`config.mk`:
```
export PLATFORM = sky130hd
export DESIGN_NAME = store_align_unit
export DESIGN_NICKNAME = d
export VERILOG_FILES = /design/src/rtl/store_pkg.sv /design/src/rtl/store_lane_align.sv /design/src/rtl/store_align_unit.sv
export SDC_FILE = /design/constraint.sdc
export NUM_CORES = 1
export LEC_CHECK = 0
export CAP_MARGIN = 0
export CORE_MARGIN = 2
export CORE_UTILIZATION = 45
export DETAILED_ROUTE_END_ITERATION = 16
export PLACE_DENSITY = 0.81
export RECOVER_POWER = 50
export SKIP_CTS_REPAIR_TIMING = 1
export SYNTH_ARGS = -nofsm -noshare
export SYNTH_HDL_FRONTEND = slang
export SYNTH_SLANG_ARGS = --single-unit
export TNS_END_PERCENT = 100
```
`constraint.sdc`:
```
create_clock -name clk -period 9.5 [get_ports clk]
set_clock_uncertainty 0.2 [all_clocks]
set_input_delay 1.9 -clock clk [delete_from_list [all_inputs] [get_ports clk]]
set_output_delay 1.9 -clock clk [all_outputs]
set_load 0.01 [all_outputs]
```
`src/rtl/store_pkg.sv`:
```
// ---------------------------------------------------------------------------
// store_pkg
// Shared types for the store alignment path: store size encoding, the beat
// sequencer states, the lane count and a helper that maps a store size to
// its right-justified byte-lane mask.
// ---------------------------------------------------------------------------
package store_pkg;

    localparam int NUM_LANES = 4;

    typedef enum logic [1:0] {
        SZ_BYTE = 2'b00,
        SZ_HALF = 2'b01,
        SZ_WORD = 2'b10,
        SZ_ILL  = 2'b11
    } store_size_t;

    typedef enum logic [1:0] {
        IDLE,
        BEAT0,
        BEAT1
    } store_state_t;

    // Right-justified lane mask for a store of the given size (lane 0 = LSB).
    function automatic logic [NUM_LANES-1:0] size_lane_mask(input store_size_t size);
        case (size)
            SZ_BYTE: size_lane_mask = 4'b0001;
            SZ_HALF: size_lane_mask = 4'b0011;
            SZ_WORD: size_lane_mask = 4'b1111;
            default: size_lane_mask = 4'b0000;
        endcase
    endfunction

endpackage

```
`src/rtl/store_lane_align.sv`:
```
// ---------------------------------------------------------------------------
// store_lane_align
// Purely combinational lane placement for one write beat of a store.
//   off      : byte offset of the store within its word (addr[1:0])
//   size     : store size
//   data     : right-justified store data, already masked to size
//   beat_sel : 0 = first (lower-word) beat, 1 = second (next-word) beat
//   be       : byte enables for the selected beat
//   wdata    : lane-aligned data for the selected beat, unused lanes zero
//   split    : store spans two words and needs a second beat
// ---------------------------------------------------------------------------
module store_lane_align
    import store_pkg::*;
#(
    parameter int WORD_LENGTH = 32
) (
    input  logic [1:0]             off,
    input  store_size_t            size,
    input  logic [WORD_LENGTH-1:0] data,
    input  logic                   beat_sel,
    output logic [NUM_LANES-1:0]   be,
    output logic [WORD_LENGTH-1:0] wdata,
    output logic                   split
);

    logic [NUM_LANES-1:0] mask;
    logic [2:0]           nbytes;

    always_comb begin
        mask   = size_lane_mask(size);
        nbytes = 3'd0;
        case (size)
            SZ_BYTE: nbytes = 3'd1;
            SZ_HALF: nbytes = 3'd2;
            SZ_WORD: nbytes = 3'd4;
            default: nbytes = 3'd0;
        endcase

        // off + nbytes tops out at 7, so 3 bits hold the sum without overflow.
        split = (({1'b0, off} + nbytes) > 3'd4);

        if (!beat_sel) begin
            // Lanes shifted past lane 3 fall off here and reappear in beat 1.
            be    = mask << off;
            wdata = data << {off, 3'b000};
        end else begin
            // Bring down exactly the lanes that overflowed the first word.
            be    = mask >> (3'd4 - {1'b0, off});
            wdata = data >> (6'd32 - {1'b0, off, 3'b000});
        end
    end

endmodule

```
`src/rtl/store_align_unit.sv`:
```
// ---------------------------------------------------------------------------
// store_align_unit
// Places byte/half/word stores onto the byte lanes of a word-wide data
// memory, splitting word-crossing stores into two aligned write beats.
//   clk, rst_n        : clock, asynchronous active-low reset
//   req_valid/ready   : store request handshake (ready only while idle)
//   req_addr/data/size: byte address, right-justified data, size code
//   mem_we/ready      : write beat handshake towards memory
//   mem_addr          : word-aligned beat address
//   mem_wdata/mem_be  : lane-aligned data and byte enables
//   done              : one-cycle pulse when a store completes or is dropped
//   err               : pulses with done when the dropped store had size 11
// ---------------------------------------------------------------------------
module store_align_unit
    import store_pkg::*;
#(
    parameter int WORD_LENGTH = 32,
    parameter int ADDR_WIDTH  = 32
) (
    input  logic                   clk,
    input  logic                   rst_n,
    input  logic                   req_valid,
    output logic                   req_ready,
    input  logic [ADDR_WIDTH-1:0]  req_addr,
    input  logic [WORD_LENGTH-1:0] req_data,
    input  logic [1:0]             req_size,
    output logic                   mem_we,
    input  logic                   mem_ready,
    output logic [ADDR_WIDTH-1:0]  mem_addr,
    output logic [WORD_LENGTH-1:0] mem_wdata,
    output logic [NUM_LANES-1:0]   mem_be,
    output logic                   done,
    output logic                   err
);

    store_state_t            state_q, state_d;
    logic [ADDR_WIDTH-1:0]   addr_q, addr_d;
    logic [WORD_LENGTH-1:0]  data_q, data_d;
    store_size_t             size_q, size_d;
    logic                    done_q, done_d;
    logic                    err_q, err_d;

    store_size_t             req_size_t;
    logic [NUM_LANES-1:0]    req_mask;
    logic [WORD_LENGTH-1:0]  req_data_masked;

    logic [NUM_LANES-1:0]    align_be;
    logic [WORD_LENGTH-1:0]  align_wdata;
    logic                    align_split;
    logic [ADDR_WIDTH-1:0]   word_addr;

    // Lane placement always works from the registered request, so no
    // request-side input ever reaches the memory outputs combinationally.
    store_lane_align #(
        .WORD_LENGTH (WORD_LENGTH)
    ) u_lane_align (
        .off      (addr_q[1:0]),
        .size     (size_q),
        .data     (data_q),
        .beat_sel (state_q == BEAT1),
        .be       (align_be),
        .wdata    (align_wdata),
        .split    (align_split)
    );

    // Drop the bytes above the store size before they are registered.
    always_comb begin
        req_size_t      = store_size_t'(req_size);
        req_mask        = size_lane_mask(req_size_t);
        req_data_masked = '0;
        for (int i = 0; i < NUM_LANES; i++) begin
            req_data_masked[8*i +: 8] = req_mask[i] ? req_data[8*i +: 8] : 8'h00;
        end
    end

    always_comb begin
        state_d = state_q;
        addr_d  = addr_q;
        data_d  = data_q;
        size_d  = size_q;
        done_d  = 1'b0;
        err_d   = 1'b0;

        case (state_q)
            IDLE: begin
                if (req_valid) begin
                    if (req_size_t == SZ_ILL) begin
                        // Illegal size: report and drop without any write.
                        done_d = 1'b1;
                        err_d  = 1'b1;
                    end else begin
                        addr_d  = req_addr;
                        data_d  = req_data_masked;
                        size_d  = req_size_t;
                        state_d = BEAT0;
                    end
                end
            end
            BEAT0: begin
                if (mem_ready) begin
                    if (align_split) begin
                        state_d = BEAT1;
                    end else begin
                        state_d = IDLE;
                        done_d  = 1'b1;
                    end
                end
            end
            BEAT1: begin
                if (mem_ready) begin
                    state_d = IDLE;
                    done_d  = 1'b1;
                end
            end
            default: state_d = IDLE;
        endcase
    end

    always_ff @(posedge clk or negedge rst_n) begin
        if (!rst_n) begin
            state_q <= IDLE;
            addr_q  <= '0;
            data_q  <= '0;
            size_q  <= SZ_BYTE;
            done_q  <= 1'b0;
            err_q   <= 1'b0;
        end else begin
            state_q <= state_d;
            addr_q  <= addr_d;
            data_q  <= data_d;
            size_q  <= size_d;
            done_q  <= done_d;
            err_q   <= err_d;
        end
    end

    // Outputs are decoded from state and registered request only; memory
    // signals are forced to zero outside a beat so reset/idle read as 0.
    always_comb begin
        word_addr = {addr_q[ADDR_WIDTH-1:2], 2'b00};
        req_ready = (state_q == IDLE);
        mem_we    = (state_q == BEAT0) || (state_q == BEAT1);
        mem_addr  = '0;
        mem_wdata = '0;
        mem_be    = '0;
        if (state_q == BEAT0) begin
            mem_addr  = word_addr;
            mem_wdata = align_wdata;
            mem_be    = align_be;
        end else if (state_q == BEAT1) begin
            // Next word; wraps naturally at the top of the address space.
            mem_addr  = word_addr + {{(ADDR_WIDTH-3){1'b0}}, 3'b100};
            mem_wdata = align_wdata;
            mem_be    = align_be;
        end
        done = done_q;
        err  = err_q;
    end

endmodule

```
# --- Yosys cells after proc, flatten, opt, wreduce, memory -nomap -nowiden ---
# Index checks and enable logic that the tools add are counted.
totals:
  regBits: 70
  inputBits: 70
  out_inout_bits: 72
  word_cells: 61
op_classes:
  addsub: 4
  order_cmp: 1
  n_eq_ne: 11
  shifts: 4
  muxes: 28
  n_bitwise: 1
  reduce_logical: 6
op_table:
  columns: ["op", "n"]
  rows:
  - ["two-way mux 32 bit", 5]
  - ["adder 32 x 3 -> 32 bit, second input constant", 1]
  - ["two-way mux 8 bit", 4]
  - ["left shift 32 x 5 -> 32 bit", 1]
  - ["right shift 32 x 6 -> 32 bit", 1]
  - ["one-hot mux 4 bit (3 select lines)", 2]
  - ["two-way mux 4 bit", 3]
  - ["two-way mux 2 bit", 5]
  - ["one-hot mux 3 bit (3 select lines)", 1]
  - ["equality test 2 bit, second input constant", 4]
  - ["inequality test 2 bit, second input constant", 4]
  - ["equality test 2 x 1 -> 1 bit, second input constant", 3]
  - ["zero test 2 bit", 3]
  - ["two-way mux 1 bit", 6]
  - ["one-hot mux 2 bit (3 select lines)", 1]
  - ["subtractor 6 x 5 -> 6 bit, first input constant", 1]
  - ["AND reduction 4 bit", 1]
  - ["left shift 4 x 2 -> 4 bit", 1]
  - ["right shift 4 x 3 -> 4 bit", 1]
  - ["adder 2 x 3 -> 3 bit", 1]
  - ["> comparator 3 bit, second input constant", 1]
  - ["one-hot mux 1 bit (3 select lines)", 1]
  - ["AND reduction 3 bit", 1]
  - ["subtractor 3 x 2 -> 3 bit, first input constant", 1]
  - ["other kinds (2)", 2]

# --- Logic depth before layout (Yosys ltp) ---
logic_depth:
  ltp_word: 7
  mapped_depth: 9
  mapped_depth_nobuf: 9

# --- Cells and area by module ---
# Synthesis repeated with hierarchy kept, for this count alone.
unflattened:
  hier_cells: 588
  area_unflattened_um2: 5146.2
modules_own_cells:
  columns: ["mod", "instances", "cells_per_inst", "area_each_um2", "seq_area_each_um2"]
  rows:
  - ["store_align_unit", 1, 429, 3931.3, 1751.7]
  - ["store_lane_align", 1, 159, 1214.9, 0.0]

# --- Worst setup path after synthesis ---
# OpenSTA, ideal clock, no wires.
synth_timing:
  kind: "reg-to-output"
  startpoint: "register addr_q[1]"
  endpoint: "output mem_wdata[24]"
  t_arrival_ns: 2.475
  t_required_ns: 7.400
  path_slack_ns: 4.925
  stages_incl_launch_ff: 10
  n_path_buf: 3
  path_cell_list: "dfrtp_1 clkbuf_1 inv_1 clkbuf_1 ha_1 or3b_2 a21oi_1 clkbuf_1 nand2_1 o21ai_0"
synth_between:
  elab_chain_cells: 5
  elab_cells_between_ends: 6
  classes_between: "add/sub (1); shift (2); mux (3)"
synth_rtl:
  columns: ["element", "line", "text"]
  rows:
  - ["start, declared", "store_align_unit.sv:37", "logic [ADDR_WIDTH-1:0] addr_q, addr_d;"]
  - ["start signal, assigned", "store_align_unit.sv:129", "addr_q <= addr_d;"]
  - ["subtractor 6 x 5 -> 6 bit", "store_lane_align.sv:49", "wdata = data >> (6'd32 - {1'b0, off, 3'b000});"]
  - ["right shift 32 x 6 -> 32 bit", "store_lane_align.sv:49", null]
  - ["two-way mux 32 bit *", "store_lane_align.sv:42", "if (!beat_sel) begin"]
  - ["two-way mux 32 bit", "store_align_unit.sv:150", "end else if (state_q == BEAT1) begin"]
  - ["two-way mux 32 bit *", "store_align_unit.sv:146", "if (state_q == BEAT0) begin"]
  - ["end, declared", "store_align_unit.sv:30", "output logic [WORD_LENGTH-1:0] mem_wdata,"]
# Every way passes the cells marked *; elsewhere a longest branch is shown, timed or not.

# --- Worst setup path after layout ---
layout_timing:
  startpoint: "register addr_q[0]"
  endpoint: "output mem_wdata[8]"
# Same word-level chain as after synthesis.

==> results.tsv <==
metric	value	unit
status	finished, violations left	
violations	max-capacitance violations, max-slew violations	
required	7.40	ns
initialDrtViolationCount	407	
drc	0	
synth_top_family_by_area	compound AO/OA/AOI/OAI gates	
cp-start-kind	flip-flop	
synth_seq_cells	70	
grt_use_total	24.8	%
ir_worst_vdd	0.000222	V
gp_congestion	1.01	
power.static_leakage	2.41	nW
cts_buffer_depth	2	
syn-cell-area	4670	um^2
n_fill_cell	894	
worst_pin_slew	4.03	ns
path_cells	buf_4, clkinv_1, ha_1, or3b_2, a21oi_2, buf_4, a22oi_1, o21ai_0, clkdlybuf4s50_1	
synth-adder-area-share	3.91	%
die_area	11200	um^2
clock-root-buffer	clkbuf_8	
tns	0	ns
grt_pass1_wl	22.1	mm
synth_edf_count	0	
grt_setup_unrepaired	false	
grt_pass1_vias	4373	
netlist_instances	537	
firstDrtPassIters	6	
cts.sinks	70	
row_count	37	
routed-via-count	4558	
power_switching	875	uW
syn_to_final_growth	35.7	%
place_hpwl	10.0	mm
whs	0.357	ns
num_io_pins	142	
synth_xor_area_share	1.50	%
maxSlewHeadroom	-169	%
cts_tree	built	
syn_area_per_cell	8.69	um^2
p_comb_share	55.3	%
via_per_inst	5.73	
antenna_left	0	
cts_buffers	9	
p_per_area	318	nW/um^2
pwr-share-clk	13.8	%
drv_cap	2	
ctsHtreeMaxLevel	3	
diodes	0	
worst-endpoint-arrival	4.55	ns
crit_type	flip-flop to primary output	
yosys.area_share.simple	17.1	%
p_sw_share	43.4	%
slew_viol_final	164	
yosys-top-cells-area	dfrtp_1 38%, mux2_2 12%, o21ai_0 8.5%	
synth_cell_types	44	
drive_gt1_share	11.7	%
clk_pin_slew	0.08	ns
drt-total-wl	13.7	mm
setup_viol	0	
cpPeakStageDelay	0.63	ns
routedWlPerCell	17.3	um
port-buffer-count	139	
finalCritPeriodShare	70.0	%
core	10200	um^2
cp-end-kind	primary output	
antenna_found_initial	0	
finalCriticalPeriod	6.65	ns
power_frac_seq	30.9	%
crit_path_max_fanout	31	
initial_utilization	45.8	%
die_h	106	um
clk_latency	0.34	ns
hp-class	flip-flop to flip-flop	
synth_largest_area_cell	dfrtp_1	
cp_common_cell	buf_4	
synth_top_area_share	37.5	%
ys_seq_area_share	37.5	%
grt_max_degree	93	
async_flop_share	100	%
synthFlopType	dfrtp_1	
fmax	150	MHz
fin_nets	739	
hold_viol_final	0	
gr-total-overflow	0	
dieWidth	106	um
synth_mux_area_share	14.0	%
synth_compound_area_share	21.1	%
slowest_stage	ha_1	
p_int	1.14	mW
yosysWarnings	0	
-- cell type report --
cell class                      count  area [um^2]  share of cell area (%)
Clock buffer                        9          124                    1.96
Clock inverter                      7          105                    1.66
Inverter                           18         67.6                    1.07
Multi-Input combinational cell    412         2700                    42.6
Sequential cell                    70         1750                    27.7
Tap cell                          136          170                    2.69
Timing Repair Buffer              144         1420                    22.4
-- power by group through the flow --
stage | registers, mW | logic, mW | clock network (mW)
3_5_place_dp | 0.621 | 1.11 | 0
4_1_cts | 0.616 | 1.11 | 0.284
5_1_grt | 0.648 | 1.22 | 0.295
6_report | 0.623 | 1.12 | 0.278
3_3_place_gp | 0.613 | 1.09 | 0
2_1_floorplan | 0.553 | 0.680 | 0
-- final timing paths --
kind	to	cells after the start	startpoint	slack [ns]
worst max-delay path	mem_wdata[8]	9	addr_q[0]$_DFFE_PN0P_	2.85
worst min-delay path	size_q[0]$_DFFE_PN0P_	2	size_q[0]$_DFFE_PN0P_	0.36
worst max register to register	data_q[28]$_DFFE_PN0P_	5	state_q[1]$_DFFE_PN0P_	4.93
worst min register to register	size_q[0]$_DFFE_PN0P_	2	size_q[0]$_DFFE_PN0P_	0.36
max in group asynchronous	addr_q[0]$_DFFE_PN0P_	2	rst_n	4.30
min in group asynchronous	data_q[28]$_DFFE_PN0P_	2	rst_n	2.71
-- sequential cells by signal (all words and copies together), names as in the netlist --
signal	count
data_q	32
err	1
size_q	2
done	1
state_q	2
addr_q	32
-- per-stage QoR --
step	cells	setup slack, ns	power (mW)	util (%)	area [um^2]
6_report	796	2.85	2.02	62.2	6330
5_1_grt	796	2.66	2.16	62.2	6330
4_1_cts	796	2.91	2.01	62.3	6340
3_5_place_dp	780	3.28	1.73	60.0	6110
3_3_place_gp	780	3.33	1.70	60.0	6110
2_1_floorplan	538	4.93	1.23	-	4670
-- synth_stat cells (all sizes together) (2+ instances only) --
cell / instances
inv: 17
and4: 3
or3b: 3
nor3: 3
nor2: 26
mux2i: 9
nand2: 72
a22o: 2
or3: 12
mux2: 50
o31ai: 7
nand2b: 13
nand3: 7
o21ai: 79
xor2: 2
ha: 13
nand3b: 2
clkbuf: 32
or4: 10
a22oi: 38
dfrtp: 70
xnor2: 6
nand4: 5
buf: 6
a21oi: 35
-- worst max-delay path: cells and delay by family, from the launching register on --
kind	cells	cell delay [ns]
buf+inv	4	1.79
fa+ha+maj	1	0.63
flops	1	0.33
compound gates	3	0.88
simple gates	1	0.57
-- layout by cell type, fill, tap and decap left out, drive strengths merged, types with 3 or more instances in the layout --
cell type	n
nand2b	13
nor2	26
a22oi	38
xnor2	6
and4	3
clkbuf	11
o21ai	79
buf	4
or3b	3
ha	13
mux2	50
mux2i	9
dlygate4sd3	5
nand4	5
or3	12
dfrtp	70
nor3	3
o31ai	7
inv	20
clkdlybuf4s50	133
nand3	7
or4	10
a21oi	35
nand2	72
-- cells by family (layout without fill, tap and decap cells) --
family | Yosys count | count (layout)
DFF | 70 | 70
muxes | 59 | 59
buffers and inverters | 56 | 178
other | 1 | 2
adders and majority gates | 14 | 14
xor gates and xnor gates | 8 | 8
and+or+nand+nor | 161 | 161
AOI/OAI and AO/OA | 168 | 168
-- per-layer routing --
metal	wire length (um)	GRT usage, %	up-vias
li1	-	-	2176
met1	6220	34.9	2174
met2	6320	38.8	176
met3	847	4.08	32
met4	345	8.55	0
met5	0	0	-
Power figures use the tool's default switching activity.
